`src/rtl/gray_pkg.sv`:
```
// rtl/gray_pkg.sv - shared helpers for the gray decode arbiter
// Purpose: requester-index width helper and a reference gray-to-binary
//          function (wide enough for any WIDTH up to 32; narrower codes are
//          zero-extended, which leaves the low result bits unchanged).
package gray_pkg;

    localparam int GRAY_MAX_W = 32;

    // Index width for n requesters; never narrower than one bit.
    function automatic int calc_id_w(input int n);
        return (n < 2) ? 1 : $clog2(n);
    endfunction

    // Binary bit k is the XOR of gray bits MSB..k.
    function automatic logic [GRAY_MAX_W-1:0] gray_to_bin(input logic [GRAY_MAX_W-1:0] g);
        logic [GRAY_MAX_W-1:0] b;
        b = '0;
        for (int k = 0; k < GRAY_MAX_W; k++) begin
            b[k] = ^(g >> k);
        end
        return b;
    endfunction

endpackage

```
`src/rtl/gray_to_binary.sv`:
```
// rtl/gray_to_binary.sv - combinational gray code to binary decoder
// Purpose: decodes one WIDTH-bit gray word.
// Ports:   gray   - gray-coded input
//          binary - decoded binary output
module gray_to_binary #(
    parameter int WIDTH = 4
) (
    input  logic [WIDTH-1:0] gray,
    output logic [WIDTH-1:0] binary
);

    always_comb begin
        binary = '0;
        for (int k = 0; k < WIDTH; k++) begin
            binary[k] = ^(gray >> k);
        end
    end

endmodule

```
`src/rtl/rr_arbiter.sv`:
```
// rtl/rr_arbiter.sv - round-robin grant search with rotating priority pointer
// Purpose: picks the first asserted request at or after rr_ptr (wrapping at
//          NUM_REQ-1) and moves the pointer past the winner on advance.
// Ports:   clk, reset  - clock, synchronous active-high reset
//          req         - request vector
//          advance     - grant was consumed this cycle
//          grant_idx   - index of the winning request
//          grant_valid - at least one request asserted
module rr_arbiter import gray_pkg::*; #(
    parameter  int NUM_REQ = 4,
    localparam int ID_W    = calc_id_w(NUM_REQ)
) (
    input  logic               clk,
    input  logic               reset,
    input  logic [NUM_REQ-1:0] req,
    input  logic               advance,
    output logic [ID_W-1:0]    grant_idx,
    output logic               grant_valid
);

    logic [ID_W-1:0] rr_ptr_q;
    logic [ID_W-1:0] rr_ptr_d;

    // Scan offsets from farthest to nearest so the nearest asserted request
    // (lowest offset from rr_ptr) is the one left standing.
    always_comb begin
        grant_idx   = '0;
        grant_valid = 1'b0;
        for (int off = NUM_REQ - 1; off >= 0; off--) begin
            int idx;
            idx = int'(rr_ptr_q) + off;
            if (idx >= NUM_REQ) begin
                idx = idx - NUM_REQ;
            end
            if (req[idx]) begin
                grant_idx   = ID_W'(idx);
                grant_valid = 1'b1;
            end
        end
    end

    // Explicit wrap keeps the pointer below NUM_REQ for non-power-of-two counts.
    always_comb begin
        rr_ptr_d = rr_ptr_q;
        if (advance) begin
            rr_ptr_d = (int'(grant_idx) == NUM_REQ - 1) ? '0 : grant_idx + 1'b1;
        end
    end

    always_ff @(posedge clk) begin
        if (reset) begin
            rr_ptr_q <= '0;
        end else begin
            rr_ptr_q <= rr_ptr_d;
        end
    end

endmodule

```
`src/rtl/gray_decode_arbiter.sv`:
```
// rtl/gray_decode_arbiter.sv - round-robin sharing of one gray decoder
// Purpose: NUM_REQ requesters offer gray codes; the granted one is decoded
//          and returned with its index through a registered valid/ready stage.
// Ports:   clk, reset            - clock, synchronous active-high reset
//          req_valid/req_ready   - per-requester handshake (ready one-hot or 0)
//          req_gray              - packed gray codes, requester i at [i*WIDTH +: WIDTH]
//          out_valid/out_ready   - result handshake
//          out_binary, out_id    - decoded value and producing requester
module gray_decode_arbiter import gray_pkg::*; #(
    parameter  int WIDTH   = 4,
    parameter  int NUM_REQ = 4,
    localparam int ID_W    = calc_id_w(NUM_REQ)
) (
    input  logic                     clk,
    input  logic                     reset,
    input  logic [NUM_REQ-1:0]       req_valid,
    output logic [NUM_REQ-1:0]       req_ready,
    input  logic [NUM_REQ*WIDTH-1:0] req_gray,
    output logic                     out_valid,
    input  logic                     out_ready,
    output logic [WIDTH-1:0]         out_binary,
    output logic [ID_W-1:0]          out_id
);

    logic              out_valid_q, out_valid_d;
    logic [WIDTH-1:0]  out_binary_q, out_binary_d;
    logic [ID_W-1:0]   out_id_q, out_id_d;

    logic [ID_W-1:0]   grant_idx;
    logic              grant_valid;
    logic              free;
    logic              xfer;
    logic [WIDTH-1:0]  gray_sel;
    logic [WIDTH-1:0]  dec_binary;

    rr_arbiter #(
        .NUM_REQ (NUM_REQ)
    ) u_arb (
        .clk         (clk),
        .reset       (reset),
        .req         (req_valid),
        .advance     (xfer),
        .grant_idx   (grant_idx),
        .grant_valid (grant_valid)
    );

    gray_to_binary #(
        .WIDTH (WIDTH)
    ) u_dec (
        .gray   (gray_sel),
        .binary (dec_binary)
    );

    // out_ready reaches req_ready combinationally so a draining output can be
    // refilled in the same cycle; the output register itself only sees it
    // through the flop enables.
    always_comb begin
        free      = !out_valid_q || out_ready;
        xfer      = grant_valid && free && !reset;
        req_ready = xfer ? (NUM_REQ'(1) << grant_idx) : '0;
        gray_sel  = req_gray[int'(grant_idx)*WIDTH +: WIDTH];
    end

    always_comb begin
        out_valid_d  = out_valid_q;
        out_binary_d = out_binary_q;
        out_id_d     = out_id_q;
        if (xfer) begin
            out_valid_d  = 1'b1;
            out_binary_d = dec_binary;
            out_id_d     = grant_idx;
        end else if (out_ready) begin
            out_valid_d  = 1'b0;
        end
    end

    always_ff @(posedge clk) begin
        if (reset) begin
            out_valid_q  <= 1'b0;
            out_binary_q <= '0;
            out_id_q     <= '0;
        end else begin
            out_valid_q  <= out_valid_d;
            out_binary_q <= out_binary_d;
            out_id_q     <= out_id_d;
        end
    end

    assign out_valid  = out_valid_q;
    assign out_binary = out_binary_q;
    assign out_id     = out_id_q;

endmodule

```
`config.mk`:
```
export PLATFORM = sky130hd
export DESIGN_NAME = gray_decode_arbiter
export DESIGN_NICKNAME = d
export VERILOG_FILES = /design/src/rtl/gray_pkg.sv /design/src/rtl/gray_to_binary.sv /design/src/rtl/rr_arbiter.sv /design/src/rtl/gray_decode_arbiter.sv
export SDC_FILE = /design/constraint.sdc
export NUM_CORES = 1
export LEC_CHECK = 0
export ABC_AREA = 0
export CAP_MARGIN = 5
export CORE_UTILIZATION = 35
export CTS_CLUSTER_SIZE = 20
export DETAILED_ROUTE_END_ITERATION = 6
export DONT_BUFFER_PORTS = 1
export GPL_ROUTABILITY_DRIVEN = 0
export PLACE_DENSITY = 0.57
export SLEW_MARGIN = 20
export SYNTH_ARGS = -nofsm -noshare
export SYNTH_HDL_FRONTEND = slang
export SYNTH_SLANG_ARGS = --single-unit
```
`constraint.sdc`:
```
create_clock -name clk -period 2.15 [get_ports clk]
set_input_delay 0.3225 -clock clk [delete_from_list [all_inputs] [get_ports clk]]
set_output_delay 0.3225 -clock clk [all_outputs]
set_load 0.02 [all_outputs]
```
After elaboration in Yosys (flattened, before gate mapping)
Cells that the tools add are included.
{"block": "classes", "muxes": 28, "n_lt_le_gt_ge": 8, "add_sub_neg": 8, "shifts": 2, "n_reduce_logical": 10, "n_eq_ne": 1}
{"operator": "less-than comparator 32 x 4 -> 1 bit (second input constant)", "n": 4}
{"operator": "2-to-1 mux 32 bit", "n": 4}
{"operator": ">= comparator 32 x 4 -> 1 bit (second input constant)", "n": 3}
{"operator": "subtractor 32 x 4 -> 32 bit (second input constant)", "n": 3}
{"operator": "XOR reduction 4 bit", "n": 4}
{"operator": "indexed part select 16 x 5 -> 4 bit", "n": 1}
{"operator": "2-to-1 mux 1 bit", "n": 14}
{"operator": "2-to-1 mux 2 bit", "n": 5}
{"operator": "binary-select mux 1 bit (select 2 bit)", "n": 4}
{"operator": "adder 2 x 2 -> 3 bit (second input constant)", "n": 2}
{"operator": "2-to-1 mux 4 bit", "n": 1}
{"operator": "left shift 1 x 2 -> 4 bit (first input constant)", "n": 1}
{"operator": "subtractor 2 x 3 -> 4 bit (second input constant)", "n": 1}
{"operator": "adder 2 x 1 -> 3 bit (second input constant)", "n": 1}
{"operator": ">= comparator 2 x 3 -> 1 bit (second input constant)", "n": 1}
{"operator": "adder 2 x 1 -> 2 bit (second input constant)", "n": 1}
{"operator": "equality test 2 x 1 -> 1 bit (second input constant)", "n": 1}
{"operator": "logical AND 1 bit", "n": 2}
{"operator": "zero test 1 bit", "n": 2}
{"operator": "nonzero test 2 bit", "n": 1}
{"operator": "logical OR 1 bit", "n": 1}
{"block": "word_totals", "input_bits": 23, "register_bits": 9, "output_inout_bits": 11}

Longest topological paths before layout
{"block": "depth", "depth_word": 13, "mapped_depth": 9}

Hierarchy
From an unflattened synthesis, not the netlist that was laid out.
{"block": "hier_totals", "cells_unflattened": 70, "area_unflattened_um2": 621.8}
{"mod": "gray_decode_arbiter", "seq_area_each_um2": 140.1, "cells_per_inst": 43, "area_per_inst_um2": 406.6, "n_inst": 1}
{"mod": "rr_arbiter", "seq_area_each_um2": 40.0, "cells_per_inst": 22, "area_per_inst_um2": 165.2, "n_inst": 1}
{"mod": "gray_to_binary", "seq_area_each_um2": 0.0, "cells_per_inst": 5, "area_per_inst_um2": 50.0, "n_inst": 1}

Least setup slack after synthesis
No wires, ideal clock.
{"block": "synth_path", "path_type": "register -> register", "start": "reg u_arb.rr_ptr_q[1]", "end": "reg out_binary_q[0], in the netlist out_binary[0]", "arrival_time_ns": 2.085, "period_less_slack_ns": 2.149, "path_stages_with_launch": 8, "path_slack_ns": 0.001, "path_buffers": 0, "required_ns": 2.086, "path_cell_list": "dfxtp_1 mux2i_1 nor2_1 nor3_4 mux2_4 xnor2_2 or4b_1 nand4_1"}
{"block": "synth_between", "elab_chain_cells": 12, "elab_cells_between_ends": 39, "classes_between": "7 x add/sub; 4 x order compare; 1 x shift; 24 x mux; 3 x reduce/logical"}
{"item": "from (decl)", "line": "rr_arbiter.sv:21", "text": "logic [ID_W-1:0] rr_ptr_q;"}
{"item": "from (signal assigned)", "line": "rr_arbiter.sv:54", "text": "rr_ptr_q <= rr_ptr_d;"}
{"item": "adder 2 x 2 -> 3 bit", "line": "rr_arbiter.sv:31", "text": "idx = int'(rr_ptr_q) + off;"}
{"item": "subtractor 32 x 4 -> 32 bit / >= comparator 32 x 4 -> 1 bit (equally long branches)", "line": "rr_arbiter.sv:33, rr_arbiter.sv:32"}
{"item": "2-to-1 mux 32 bit", "line": "rr_arbiter.sv:32", "text": "if (idx >= NUM_REQ) begin"}
{"item": "binary-select mux 1 bit (select 2 bit)", "line": "rr_arbiter.sv:35", "text": "if (req[idx]) begin"}
{"item": "2-to-1 mux 1 bit (implied by the code) (2 in series)", "line": "rr_arbiter.sv:35"}
{"item": "2-to-1 mux 2 bit (3 in series)", "line": "rr_arbiter.sv:35"}
{"item": "2-to-1 mux 2 bit *", "line": "rr_arbiter.sv:35"}
{"item": "via grant_idx[0]", "line": "gray_decode_arbiter.sv:29", "text": "logic [ID_W-1:0] grant_idx;"}
{"item": "indexed part select 16 x 5 -> 4 bit *", "line": "gray_decode_arbiter.sv:61", "text": "gray_sel = req_gray[int'(grant_idx)*WIDTH +: WIDTH];"}
{"item": "XOR reduction 4 bit *", "line": "gray_to_binary.sv:15", "text": "binary[k] = ^(gray >> k);"}
{"item": "to (signal assigned)", "line": "gray_decode_arbiter.sv:84", "text": "out_binary_q <= out_binary_d;"}
{"item": "to (decl)", "line": "gray_decode_arbiter.sv:26", "text": "logic [WIDTH-1:0] out_binary_q, out_binary_d;"}
Mark *: on every way through the listed nets, which the timed path passes. The rest lies on a longest branch. The select of a mux whose other input is x is not followed.
A chain may end at the register's enable or synchronous reset.

Final worst setup path
{"block": "layout_path", "start": "reg u_arb.rr_ptr_q[0]", "end": "reg out_binary_q[0], in the netlist out_binary[0]"}
{"block": "layout_between", "elab_chain_cells": 12, "elab_cells_between_ends": 39, "classes_between": "7 x add/sub; 4 x order compare; 1 x shift; 24 x mux; 3 x reduce/logical"}
{"item": "adder 2 x 2 -> 3 bit", "line": "rr_arbiter.sv:31"}
{"item": "subtractor 32 x 4 -> 32 bit / >= comparator 32 x 4 -> 1 bit (equally long branches)", "line": "rr_arbiter.sv:33, rr_arbiter.sv:32"}
{"item": "2-to-1 mux 32 bit", "line": "rr_arbiter.sv:32"}
{"item": "binary-select mux 1 bit (select 2 bit)", "line": "rr_arbiter.sv:35"}
{"item": "2-to-1 mux 1 bit (implied by the code) (2 in series)", "line": "rr_arbiter.sv:35"}
{"item": "2-to-1 mux 2 bit / 2-to-1 mux 1 bit (equally long branches) (4 in series)", "line": "rr_arbiter.sv:35"}
{"item": "indexed part select 16 x 5 -> 4 bit / logical AND 1 bit (equally long branches)", "line": "gray_decode_arbiter.sv:61, gray_decode_arbiter.sv:59"}
{"item": "XOR reduction 4 bit / logical AND 1 bit (equally long branches)", "line": "gray_to_binary.sv:15, gray_decode_arbiter.sv:59"}
Several ways; a longest one is shown, not always the timed one. The select of a mux whose other input is x is not followed.

==> results.cfg <==
[outcome]
outcome = finished clean

[global_routing]
grt_max_degree = 12
antenna_found_initial = 0
grt_overflow_total = 0
track_usage = 0.161
grt_pass1_vias = 576
grt_pass1_wl_mm = 2.36

[setup_path]
crit_arrival_ns = 2.28
slowest_delay_ns = 0.51
crit_buf_inv = 3
critPathKind = reg -> reg
slowest_stage = or4b_1
start_kind = flip-flop
reg2reg_depth = 9
crit_family = simple AND/OR/NAND/NOR gates
cp.depth = 9
cp-end-kind = flip-flop
critPathRequiredTime_ns = 2.35
path_max_fanout = 9
path_cells = inv_1 > a21oi_1 > a2bb2oi_2 > buf_12 > buf_4 > mux2i_1 > mux2_2 > or4b_1 > nand4_1

[worst_hold_path]
worstHoldPathCells = 1
hp-class = in -> reg

[clock_network]
cts_tree = done
clockBufferDepth = 2
numCtsBuffers = 3
ctsHtreeMaxLevel = 1
clk_latency_ns = 0.25
root_buffer = clkbuf_4
clkTransAtPathRegs_ns = 0.06
holdBufCountCts = 0
clock-sinks = 9

[routing]
ant_nets = 0
routed_wl_mm = 1.46
vias = 598
first_pass_iters = 4
post_drt_wl_per_cell_um = 12.8
drt_first_iter_violations = 10
via_per_inst = 5.25
post-route-drc-count = 0

[power_and_ir_drop]
power_density_mw_per_mm2 = 794
ir_drop_mv = 0.378
p_int_uw = 415
p_sw_frac = 0.364
share_clk_of_total_power = 0.194
power.total_uw = 653
p_switching_uw = 238
p_seq_frac = 0.386
leakagePower_uw = 0.000348
comb_power_share = 0.420

[sta]
period_minus_slack_ns = 2.08
hold_viol = 0
slew_violations = 0
fmax_ghz = 0.480
worstMarginPinSlew_ns = 0.546
rsz0062_at_grt = no
fin_crit_sh = 0.969
setup_violations = 0
fin_worst_skew_ns = 0.000926
setup_ws_ns = 0.0665
setup_tns_ns = 0
slew-limit-headroom = 0.636

[floorplanning]
die_area_mm2 = 0.00217
num_rows = 15
die_h_um = 46.6
core-area_mm2 = 0.00180
ios = 34
die_x_um = 46.6
start_util = 0.387

[logic_synthesis]
yosys_warnings = 0
netlist_area_um2 = 697
syn-mean-instance-area_um2 = 8.71
ys_seq_area_frac = 0.259
ys_ff_latch = 9
synth_cells = 80
synthesis.nets = 107
ys_types = 27

[placed_design]
dp_hpwl_mm = 1.16
port_buffers = 0
pre_cts_slack_ns = 0.00958

[layout]
final_cell_mix = mux2i_1 (9), a21oi_1 (9), nand2_1 (8)
drive_above_1_share = 0.236
fin_nets = 117
antenna_cells = 0
synthToLayoutAreaGrowth_pct = 18.0

[flow_run]
drv_cap = 0
==> kinds of logic (layout without fill, tap and decap cells) <==
family,Yosys count,after routing,synth area share
buffers and inverters,6,15,0.0431
and+or+nand+nor,32,32,0.257
xor gates and xnor gates,2,2,0.0359
muxes,14,14,0.217
adders and majority gates,4,4,0.0718
AOI/OAI and AO/OA,13,13,0.117
DFF,9,9,0.259
==> worst paths after layout <==
path / from / to / slack (ns)
setup / recovery: u_arb.rr_ptr_q[0] / out_binary[0] / 0.07
hold / removal: reset / u_arb.rr_ptr_q[1] / 0.12
setup reg to reg: u_arb.rr_ptr_q[0] / out_binary[0] / 0.07
hold reg to reg: u_arb.rr_ptr_q[1] / u_arb.rr_ptr_q[1] / 0.50
==> registers in the layout (all words and copies together) (netlist names) <==
register and count:
out_binary 4, u_arb.rr_ptr_q 2, out_valid 1, out_id 2
==> area by class of cell <==
class | instances | area [um2]
tap | 25 | 31.3
timing repair buffer | 7 | 68.8
sequential | 9 | 185
fill | 185 | 980
clock buffer | 4 | 26.3
inverter | 4 | 15.0
multi-input combinational | 65 | 495
==> per-layer routing <==
metal | track usage | wire (um) | vias to the layer above | part of all wire
li1 | - | - | 301 | -
met1 | 0.179 | 646 | 280 | 0.44
met2 | 0.267 | 719 | 15 | 0.49
met3 | 0.0667 | 85 | 2 | 0.058
met4 | 0.0686 | 10 | 0 | 0.0068
met5 | 0 | 0 | - | 0
==> through the flow <==
step                       util  instances  hold WS (ns)  area, um2
after floorplan               -         80         0.491        697
after global placement    0.424        108         0.394        763
after detailed placement  0.424        108         0.396        763
after CTS                 0.439        112         0.115        791
after global routing      0.456        114        0.0966        822
final                     0.456        114         0.124        822
==> cells in the mapped netlist <==
cell type	count	area share
nor3_1	2	0.014
ha_1	4	0.072
mux2_2	2	0.032
xnor2_2	1	0.023
or4b_1	1	0.014
nor4_1	1	0.0090
clkbuf_1	1	0.0054
and2_1	4	0.036
nor3_4	1	0.023
a21oi_1	9	0.065
a21o_1	1	0.011
mux2i_2	1	0.020
nand2b_1	2	0.018
buf_6	1	0.016
nand3b_1	2	0.022
dfxtp_1	9	0.26
nor3b_1	2	0.022
mux2i_1	10	0.14
mux2_4	1	0.022
nand4_1	2	0.018
nand2_1	8	0.043
o22ai_1	1	0.0090
a2bb2oi_2	1	0.022
nor2_1	7	0.038
xor2_1	1	0.013
inv_1	4	0.022
a211oi_1	1	0.011
==> power by group through the flow <==
stage | combinational, uW | sequential [uW] | clock [uW]
after floorplan | 203 | 248 | 0
after global placement | 256 | 253 | 0
after detailed placement | 264 | 253 | 0
after CTS | 266 | 251 | 134
after global routing | 305 | 256 | 148
final | 275 | 252 | 126
==> repair_timing <==
item                       CTS  global route
gates resized for setup      1             5
setup buffers                0             2
pin swaps                    0             2
setup endpoints to repair    2             5
(Power assumes the default switching activity.)
